$ cat config.mk
export PLATFORM = sky130hd
export DESIGN_NAME = motor_dir_sequencer
export DESIGN_NICKNAME = d
export VERILOG_FILES = /design/src/rtl/motor_dir_sequencer.sv
export SDC_FILE = /design/constraint.sdc
export NUM_CORES = 1
export LEC_CHECK = 0
export CAP_MARGIN = 5
export CORE_MARGIN = 4
export CORE_UTILIZATION = 63
export DETAILED_ROUTE_END_ITERATION = 10
export PLACE_DENSITY = 0.85
export SETUP_SLACK_MARGIN = 0.3
export SYNTH_ARGS = -nofsm -noshare
export SYNTH_HDL_FRONTEND = slang
export SYNTH_SLANG_ARGS = --single-unit
$ cat constraint.sdc
create_clock -name clk -period 6 [get_ports clk]
set_clock_uncertainty 0.15 [all_clocks]
set_input_delay 1.2 -clock clk [delete_from_list [all_inputs] [get_ports clk]]
set_output_delay 1.2 -clock clk [all_outputs]
set_load 0.05 [all_outputs]
$ cat src/rtl/motor_dir_sequencer.sv
// Direction/duty command sequencer for the motor H-bridge: ramps pulse_width toward
// the commanded duty, inserts a bridge-off dead time on every reversal, and latches overcurrent.
module motor_dir_sequencer #(
  parameter int PW_W        = 19,
  parameter int PERIOD      = 250000,
  parameter int RAMP_STEP   = 2500,
  parameter int RAMP_TICKS  = 100000,
  parameter int DEAD_CYCLES = 100000
) (
  input  logic            clk,
  input  logic            rst_n,
  input  logic            cmd_valid,
  input  logic            cmd_dir,
  input  logic [PW_W-1:0] cmd_duty,
  output logic            cmd_ready,
  input  logic            oc_fault,
  input  logic            fault_clr,
  output logic [PW_W-1:0] pulse_width,
  output logic            in1_a,
  output logic            in2_a,
  output logic            in1_b,
  output logic            in2_b,
  output logic            cur_dir,
  output logic            busy,
  output logic [1:0]      state
);

  localparam int TW = (RAMP_TICKS > 1) ? $clog2(RAMP_TICKS) : 1;
  localparam int DW = (DEAD_CYCLES > 1) ? $clog2(DEAD_CYCLES) : 1;
  localparam logic [PW_W-1:0] FULL      = PW_W'(PERIOD);
  localparam logic [PW_W-1:0] STEP      = PW_W'(RAMP_STEP);
  localparam logic [TW-1:0]   TICK_LAST = TW'(RAMP_TICKS - 1);
  localparam logic [DW-1:0]   DEAD_LAST = DW'(DEAD_CYCLES - 1);

  typedef enum logic [1:0] {
    RUN   = 2'b00,
    DEAD  = 2'b01,
    FAULT = 2'b10
  } state_t;

  state_t          state_q;
  logic            target_dir;
  logic [PW_W-1:0] target_duty;
  logic [TW-1:0]   tick_cnt;
  logic [DW-1:0]   dead_cnt;
  logic [3:0]      pins;

  logic            tick;
  logic            reversing;
  logic [PW_W-1:0] eff_target;
  logic [PW_W-1:0] ramped;
  logic [PW_W-1:0] duty_sat;

  // Pin order is {in1_a, in2_a, in1_b, in2_b}; motor B is wired mirrored to motor A.
  function automatic logic [3:0] dir_pins(input logic dir);
    return {dir, ~dir, ~dir, dir};
  endfunction

  // NOTE: every signal written here gets a value on every path, so no latch is inferred.
  always_comb begin
    tick       = (tick_cnt == TICK_LAST);
    reversing  = (target_dir != cur_dir);
    eff_target = reversing ? '0 : target_duty;
    duty_sat   = (cmd_duty > FULL) ? FULL : cmd_duty;
    ramped     = pulse_width;
    if (pulse_width < eff_target)
      ramped = (eff_target - pulse_width > STEP) ? pulse_width + STEP : eff_target;
    else if (pulse_width > eff_target)
      ramped = (pulse_width - eff_target > STEP) ? pulse_width - STEP : eff_target;
  end

  assign {in1_a, in2_a, in1_b, in2_b} = pins;
  assign cmd_ready = (state_q != FAULT);
  assign state     = state_q;
  assign busy      = (state_q == DEAD) || ((state_q == RUN) && (pulse_width != eff_target));

  // NOTE: state uses non-blocking assignments so every register samples pre-edge values.
  always_ff @(posedge clk) begin
    if (!rst_n) begin
      state_q     <= RUN;
      pulse_width <= '0;
      cur_dir     <= 1'b1;
      target_dir  <= 1'b1;
      target_duty <= '0;
      tick_cnt    <= '0;
      dead_cnt    <= '0;
      pins        <= dir_pins(1'b1);
    end else begin
      tick_cnt <= tick ? '0 : tick_cnt + 1'b1;
      if (oc_fault) begin
        state_q     <= FAULT;
        pulse_width <= '0;
        target_duty <= '0;
        pins        <= '0;
      end else begin
        case (state_q)
          RUN: begin
            if (reversing && pulse_width == '0) begin
              state_q  <= DEAD;
              dead_cnt <= '0;
              pins     <= '0;
            end else if (tick) begin
              pulse_width <= ramped;
            end
            if (cmd_valid) begin
              target_dir  <= cmd_dir;
              target_duty <= duty_sat;
            end
          end
          DEAD: begin
            pulse_width <= '0;
            dead_cnt    <= dead_cnt + 1'b1;
            // The flip uses the target registered before this edge; a command landing
            // on the same edge is seen by RUN on the next cycle.
            if (dead_cnt == DEAD_LAST) begin
              cur_dir <= target_dir;
              state_q <= RUN;
              pins    <= dir_pins(target_dir);
            end
            if (cmd_valid) begin
              target_dir  <= cmd_dir;
              target_duty <= duty_sat;
            end
          end
          FAULT: begin
            pulse_width <= '0;
            if (fault_clr) begin
              state_q     <= RUN;
              target_duty <= '0;
              pins        <= dir_pins(cur_dir);
            end
          end
          default: begin
            state_q     <= FAULT;
            pulse_width <= '0;
            pins        <= '0;
          end
        endcase
      end
    end
  end

endmodule
# Word-level counts from Yosys, hierarchy flattened
# Index checks and enable logic that the tools add are counted.
[totals]
reg_bits = 80
in_bits = 25
out_inout_bits = 28
word_cells = 81
[op_classes]
addsub = 6
order_cmp = 5
n_eq_ne = 14
muxes = 21
bitwise_logic = 6
n_reduce_logical = 19
[ops]
columns = ["cell", "n"]
rows = [
  ["19-bit two-way mux", 8],
  ["19-bit by 12-bit > comparator with 1-bit output, second input constant", 2],
  ["19-bit case mux with 2 select lines", 1],
  ["19-bit subtractor", 2],
  ["17-bit by 1-bit adder with 17-bit output, second input constant", 2],
  ["17-bit == test, second input constant", 2],
  ["17-bit case mux with 2 select lines", 1],
  ["3-bit AND reduction", 7],
  ["19-bit by 12-bit adder with 19-bit output, second input constant", 1],
  ["19-bit by 18-bit > comparator with 1-bit output, second input constant", 1],
  ["19-bit > comparator", 1],
  ["19-bit logical NOT", 1],
  ["19-bit less-than comparator", 1],
  ["19-bit != test", 1],
  ["19-bit by 12-bit subtractor with 19-bit output, second input constant", 1],
  ["17-bit two-way mux", 1],
  ["4-bit two-way mux", 4],
  ["4-bit case mux with 3 select lines", 1],
  ["2-bit two-way mux", 4],
  ["2-bit by 1-bit != test with 1-bit output, second input constant", 3],
  ["3-bit by 2-bit != test with 1-bit output, second input constant", 2],
  ["1-bit inverter", 6],
  ["2-bit case mux with 3 select lines", 1],
  ["2-bit nonzero test", 3],
  ["other kinds (10)", 14],
]

# Logic depth before layout (Yosys ltp)
[depth]
ltp_word = 7
depth_mapped = 19
depth_no_buf = 16

# Least setup slack after synthesis
# OpenSTA, ideal clock, no wires.
[synth_timing]
path_type = "register to register"
startpoint = "register cur_dir"
endpoint = "register pulse_width[6]"
setup_time_ns = 0.125
arrival_time_ns = 4.036
required_time_ns = 5.725
setup_slack_ns = 1.689
path_stages_with_launch = 19
n_path_buf = 3
period_less_slack_ns = 4.311
path_cell_list = "dfxtp_1 -> xnor2_1 -> clkbuf_1 -> clkbuf_1 -> nand2_1 -> inv_1 -> ha_1 -> buf_4 -> nand2_1 -> nor2_1 -> a211oi_2 -> xor2_1 -> a2111oi_2 -> a211oi_2 -> a31oi_2 -> inv_2 -> or3_1 -> o21ai_1 -> o21ai_1"
[synth_via]
elab_chain_cells = 7
word_cells_on_any_way = 16
classes_between = "add/sub (2); order compare (4); eq/ne (1); mux (5); bitwise (1); reduce/logical (3)"
[synth_rtl]
columns = ["item", "line", "text"]
rows = [
  ["start, declared", "23", "output logic cur_dir,"],
  ["start signal, assigned", "116", "cur_dir <= target_dir;"],
  ["1-bit != test (*)", "62", "reversing = (target_dir != cur_dir);"],
  ["19-bit two-way mux", "63", "eff_target = reversing ? '0 : target_duty;"],
  ["19-bit subtractor", "69", "ramped = (pulse_width - eff_target > STEP) ? pulse_width - STEP : eff_target;"],
  ["19-bit by 12-bit > comparator with 1-bit output", "69", ""],
  ["19-bit two-way mux", "69", ""],
  ["19-bit two-way mux", "68", "else if (pulse_width > eff_target)"],
  ["19-bit two-way mux", "66", "if (pulse_width < eff_target)"],
  ["end signal, assigned", "103", "pulse_width <= ramped;"],
  ["end, declared", "18", "output logic [PW_W-1:0] pulse_width,"],
]
# Every way passes the cells marked *; elsewhere a longest branch is shown, timed or not. The select of a mux whose other input is x is not followed.
# A chain may end at the register's enable or synchronous reset.

# Worst setup path after layout
[layout_timing]
startpoint = "register target_dir"
endpoint = "output busy"
[layout_via]
elab_chain_cells = 5
[layout_rtl]
columns = ["item", "line", "text"]
rows = [
  ["start, declared", "42", "logic target_dir;"],
  ["start signal, assigned", "106", "target_dir <= cmd_dir;"],
  ["start signal, assigned", "121", "target_dir <= cmd_dir;"],
  ["1-bit != test", "62", ""],
  ["19-bit two-way mux", "63", ""],
  ["19-bit != test", "75", "assign busy = (state_q == DEAD) || ((state_q == RUN) && (pulse_width != eff_target));"],
  ["1-bit logical AND", "75", ""],
  ["1-bit logical OR", "75", ""],
  ["end, declared", "24", "output logic busy,"],
]
# Every way passes these cells.

==> results.json <==
{
  "outcome": "completed",
  "setup_viol": 0,
  "placed_area_sq_um": 7120,
  "p_per_area_nw_per_um2": 194,
  "synth_area_leaders": "dfxtp_1, ha_1, nand2_1, nor2_1, a21oi_1",
  "critPathMaxFanout": 20,
  "drive_above_1_share": 0.0674,
  "rrSetupSlack_ps": 1330,
  "synth-edff-count": 0,
  "wl_met1_microns": 8270,
  "cts.sinks": 78,
  "synth-main-ff-cell": "dfxtp_1",
  "clockRootBuffer": "clkbuf_8",
  "first_pass_iters": 7,
  "fill_cells": 883,
  "report.final.slew_viol_count": 0,
  "syn_nets": 947,
  "finalNetCount": 973,
  "cp-start-kind": "flip-flop",
  "drv_cap": 0,
  "grt_pass1_vias": 6413,
  "rsz0062_at_grt": "false",
  "crit_buf_inv": 3,
  "wire_per_inst_microns": 18.5,
  "yosysTopAreaCellShare": 0.235,
  "top_layer": "met4",
  "cp_data_arrival_time_ps": 3670,
  "pre_cts_ws_ps": 1430,
  "grt_max_degree": 21,
  "clock_path_buffers": 2,
  "portBuffers": 52,
  "h-tree-depth": 3,
  "worstSkewPairLatency_ps": 360,
  "slew-limit-headroom": 0.161,
  "gr-total-overflow": 0,
  "cts_tree": "done",
  "ant_nets": 0,
  "grt_pass1_wl_microns": 31600,
  "cp_slowest_cell": "clkdlybuf4s50_1",
  "antenna_found_initial": 0,
  "yosys_warnings": 0,
  "hold_slack_ps": 303,
  "drc_errors": 0,
  "yosysTopAreaCell": "dfxtp_1",
  "postCtsSetupBuffers": 0,
  "cp_top_family": "simple AND/OR/NAND/NOR gates",
  "syn_area_sq_um": 6650,
  "leakage_nw": 3.07,
  "setup_tns_ps": 0,
  "worstSetupPathType": "flip-flop to output pin",
  "gp_congestion": 1.00,
  "cpMostUsedCell": "nand2_1",
  "worstPathCellList": "xnor2_1, buf_4, nand2_1, inv_1, ha_1, and2_1, and3_1, nand4_1, nand2_1, nand2_1, clkdlybuf4s50_1",
  "viasPerCell": 6.47,
  "fin_crit_ps": 5020,
  "ctsHoldBuffers": 0,
  "wl_met3_microns": 1540,
  "final_area_sq_um": 7310,
  "worst_pin_slew_ps": 1250,
  "finalPower_w": 0.00142,
  "synthCells": 874,
  "dr_wl_met2_microns": 8730,
  "cts_buffers": 9,
  "peakVddDrop_uv": 225,
  "grt_usage": 0.308,
  "die_height_microns": 111,
  "die-area_sq_um": 12300,
  "end_kind": "output pin",
  "core_area_sq_um": 10300,
  "num_vias": 6736,
  "diodes": 0,
  "cts.clk_slew.worst_paths_ps": 80,
  "rows": 37,
  "die_x_microns": 111,
  "pin_count": 53,
  "cts_resized": 0,
  "seq_area_frac_synth": 0.235,
  "hold_class": "flip-flop to flip-flop",
  "cp_data_required_time_ps": 4650,
  "setup_slack_ps": 984,
  "initial_utilization": 0.644,
  "drt_iter0_markers": 1083,
  "slowest_delay_ps": 710,
  "synth-seq-cells": 78,
  "avgSynthCellArea_sq_um": 7.61,
  "async_flop_share": 0,
  "hold_viol": 0,
  "ys_types": 85,
  "fmaxAchievable_mhz": 199,
  "drt-total-wl_microns": 19200,
  "area_growth_pct": 9.89,
  "dp_hpwl_microns": 15100,
  "finalCritPeriodShare": 0.836
}
-- final timing paths --
check                     startpoint                           to  cells after the start
max          target_dir$_SDFFE_PN1P_                         busy                     11
min           tick_cnt[0]$_SDFF_PP0_       tick_cnt[0]$_SDFF_PP0_                      1
max reg2reg  target_dir$_SDFFE_PN1P_  pulse_width[7]$_SDFFE_PP0P_                     16
min reg2reg   tick_cnt[0]$_SDFF_PP0_       tick_cnt[0]$_SDFF_PP0_                      1
-- flip-flops by register name (all words and copies together), names as in the netlist --
signal,count
cur_dir,1
pulse_width,19
target_dir,1
state,2
dead_cnt,17
tick_cnt,17
target_duty,19
pins,2
-- logic make-up (layout without fill, tap and decap cells) --
group	Yosys count	count (layout)	synth area share
xor+xnor	58	58	0.0764
buf+inv	91	122	0.0645
fa+ha+maj	48	48	0.0914
mux	10	10	0.0150
flops	78	78	0.235
compound gates	252	252	0.265
simple gates	337	337	0.253
-- through the flow --
stage,util,instances
2_1_floorplan,-,874
3_3_place_gp,0.690,1025
3_5_place_dp,0.690,1025
4_1_cts,0.708,1041
5_1_grt,0.708,1041
6_report,0.708,1041
-- cell usage after synthesis, types with 6 or more instances --
cell        n
buf_2      10
a21o_1     12
xor2_1     31
nand3_1    31
nor4_1      8
a22oi_1    18
nand4_1    19
a31oi_1     6
xnor2_1    27
a21oi_1    62
o21ai_0    42
buf_4       8
o21a_1     10
mux2i_1    10
and3_1     17
nor3_1     10
ha_1       47
inv_1      51
nand2_1   102
o21ai_1    14
and2_1     12
nor2_1     92
buf_6       6
clkbuf_1   14
o31ai_1     6
a21oi_2     6
dfxtp_1    78
o211ai_1    6
-- worst register-to-register path, stage by stage, from the launching register on --
cell	delay [ps]
dfxtp_1	430
xnor2_1	150
buf_4	260
nand2_1	150
inv_1	110
ha_1	370
a21oi_1	340
o21ai_0	150
a31oi_1	150
o21ai_1	160
a21oi_2	220
o21a_2	260
o211a_1	550
and2_1	560
o21ai_1	140
a221o_1	300
a22oi_1	150
-- cells in the final DEF (no fill, tap or decap), types with 5 or more instances in the layout --
master	netlist	routed
nor2b_1	5	5
dfxtp_1	78	78
and2_1	12	12
a21oi_2	6	6
nand3_1	31	31
o31ai_1	6	6
a22oi_1	18	18
nor4_1	8	8
a21o_1	12	12
nor2_1	92	92
nor3_1	10	10
nand2_1	102	102
o2111ai_1	5	5
o21a_1	10	10
clkbuf_8	0	10
nand4_1	19	19
o21ai_1	14	14
or3_1	5	5
a31oi_1	6	6
inv_1	51	51
o21ai_0	42	42
a211oi_2	5	5
ha_1	47	47
o211ai_1	6	6
nand2b_1	5	5
and3_1	17	17
a21oi_1	62	62
xor2_1	31	31
clkdlybuf4s50_1	0	52
xnor2_1	27	27
mux2i_1	10	10
-- area by class of cell --
cell class / instances / area [sq um] / share of cell area
tap: 136 / 170 / 0.0233
sequential: 78 / 1560 / 0.214
timing repair buffer: 53 / 528 / 0.0722
inverter: 53 / 199 / 0.0272
multi-input combinational: 705 / 4660 / 0.638
clock inverter: 6 / 52.6 / 0.00719
clock buffer: 10 / 138 / 0.0188
-- metal layers --
metal,up-vias,GRT usage
li1,3167,-
met1,3133,0.406
met2,365,0.497
met3,71,0.0573
met4,0,0.124
met5,-,0
-- report_power, final --
group / switching (W) / internal, W / leakage (nW) / total [W]
Combinational: 0.000318 / 0.000182 / 2.35 / 0.000500
Clock: 0.000217 / 0.000169 / 0.0918 / 0.000386
Sequential: 0.00000900 / 0.000526 / 0.631 / 0.000535
Total: 0.000544 / 0.000877 / 3.07 / 0.00142
(Power assumes the default switching activity.)
==> variant: new RTL, same flow settings <==
Change the parameter `RAMP_TICKS` from 100000 to 50000.
--- a/src/rtl/motor_dir_sequencer.sv
+++ b/src/rtl/motor_dir_sequencer.sv
@@ -4,7 +4,7 @@
   parameter int PW_W        = 19,
   parameter int PERIOD      = 250000,
   parameter int RAMP_STEP   = 2500,
-  parameter int RAMP_TICKS  = 100000,
+  parameter int RAMP_TICKS  = 50000,
   parameter int DEAD_CYCLES = 100000
 ) (
   input  logic            clk,
Behaviour: no difference found for any inputs over 10 cycles, from zero or initial values and one cycle with rst_n low; that may be too few to reach the edited logic, so the function may still have changed.
==> variant against the unedited design <==
  * Area after synthesis down 1.6%
  * Final area is 1.4% lower
  * Sequential power shrank 1%
  * Clock power rose by 14%
  * Combinational power shrank 7.6%
  * Power increased by 0.65%
  * Routed wire length increased by 4.0%
  * Cell count rose by 0.29%
  * Critical path depth unchanged
  * Worst setup slack improved by 0.051 ns
  * Sequential cell count decreased by 1
  * Synthesized cell count rose by 1.4%
  * Sequential share of layout area hardly changed
==> variant: results (changes against the unedited design) <==
----------------------------------------------------
[Drt]
  Number of DRC markers after the initial detailed-route iteration ... 1052 (-2.9%)
  WL per Instance ... 19.2 µm (+3.7%)
  Avg Vias per Cell ... 6.70 (+3.6%)
  Number of iterations in the first detailed-routing pass ... 8 (+1)
  Vias after detailed routing ... 6996 (+3.9%)

[Logic synthesis]
  Most used flip-flop cell after synthesis ... sky130_fd_sc_hd__dfxtp_1
  Number of distinct library cells after synthesis ... 78 (-8.2%)
  Top cells by count, synth ... sky130_fd_sc_hd__nand2_1, sky130_fd_sc_hd__nor2_1, sky130_fd_sc_hd__dfxtp_1
  XOR/XNOR share of the synthesized area ... 0.0750 (-0.00141)
  Top area cells in the synthesized netlist ... sky130_fd_sc_hd__dfxtp_1, sky130_fd_sc_hd__ha_1, sky130_fd_sc_hd__nand2_1
  YS warnings ... 0 (unchanged)
  Proportion of synthesized chip area in sequential cells ... 0.236 (+0.000846)
  Post-synthesis net count ... 959 (+1.3%)
  Multiplexer share of the synthesized area ... 0.0132 (-0.00185)
  Adder-cell share of the synthesized area ... 0.0929 (+0.00152)
  Compound-Gate Fraction of Synth Area ... 0.249 (-0.0159)
  Ys async rst share ... 0 (unchanged)
  Number of cells produced by synthesis ... 886 (+1.4%)

[Placed design]
  Area after detailed placement ... 6990 µm² (-1.8%)
  Worst slack, placed ... 1.22 ns (-0.215 ns)
  Last weighted congestion value of the routability-driven placer ... 0.983 (-2.1%)
  Placed cells ... 1028 (+0.29%)
  Port Buffers ... 52 (unchanged)
  Hpwl dp ... 15200 µm (+0.74%)

[GRT]
  Via count of the first global-routing pass ... 6383 (-0.47%)
  Wire length of the first global-routing pass ... 32100 µm (+1.7%)
  Maximum number of pins on one net before global-route repair ... 26 (+24%)
  GRT Resource Usage Total ... 0.333 (+0.0242)

[CTS]
  CTS clock-pin slew for the worst setup and hold paths ... 0.08 ns (about the same)
  Number of H-tree levels ... 3 (unchanged)
  Worst-case clock buffer depth ... 2 (unchanged)

[STA]
  Highest clock frequency the design can meet ... 201 MHz (+1.0%)
  Final-layout worst hold slack ... 0.316 ns (+0.0126 ns)
  Hold Violations, Final ... 0 (unchanged)
  Headroom to the max-slew limit ... 0.141 (-0.0195)

[Final layout]
  Share of cells above drive strength 1 ... 0.0494 (-0.0180)
  Largest registers ranked by flip-flop count ... pulse_width: 19 flops, target_duty: 19 flops, dead_cnt: 17 flops
  Final-stage net count ... 979 (+0.62%)

[Power]
  Static Leakage ... 2.94 nW (-4.3%)
  Worst voltage drop across the vdd grid ... 0.000143 V (-36%)

[Worst setup path]
  Arrival time at the worst endpoint ... 3.61 ns (-0.06 ns)
  Maximum cell stage delay along the critical path ... 0.71 ns (about the same)
  Kind of critical path ... reg -> out
  Capturing point of the worst reg2reg path ... pulse_width[17]
  Worst R2R Setup Slack ... 1.06 ns (-0.27 ns)
  Count of cells along the worst register-to-register path ... 15 (-1)

[Min path]
  HP Start ... tick_cnt[0]

[Outcome]
  Outcome ... complete, no violations

----------------------------------------------------
==> variant: layer usage <==
metal | track usage | up-vias | part of all wire
met5 | 0 | - | 0
met4 | 0.120 | 0 | 0.042
met3 | 0.0622 | 90 | 0.10
met2 | 0.519 | 477 | 0.44
met1 | 0.456 | 3205 | 0.42
li1 | - | 3224 | -
==> variant: critical path: cells and delay by family, from the launching register on <==
kind,cells,cell delay [ns]
and+or+nand+nor,6,1.15
xor gates and xnor gates,1,0.09
DFF,1,0.41
buffers and inverters,3,1.00
adders and majority gates,1,0.60
==> variant: final cells by class <==
cell class / instances / area, µm²
Clock buffer: 10 / 128
Tap cell: 133 / 166
Multi-Input combinational cell: 710 / 4540
Fill cell: 787 / 2750
Timing Repair Buffer: 55 / 543
Inverter: 53 / 199
Clock inverter: 6 / 87.6
Sequential cell: 77 / 1540
==> variant: where the power goes <==
part	total [mW]	internal, mW	switching (mW)
Sequential	0.528	0.520	0.00852
Clock	0.441	0.235	0.206
Combinational	0.462	0.162	0.299
Total	1.43	0.916	0.514
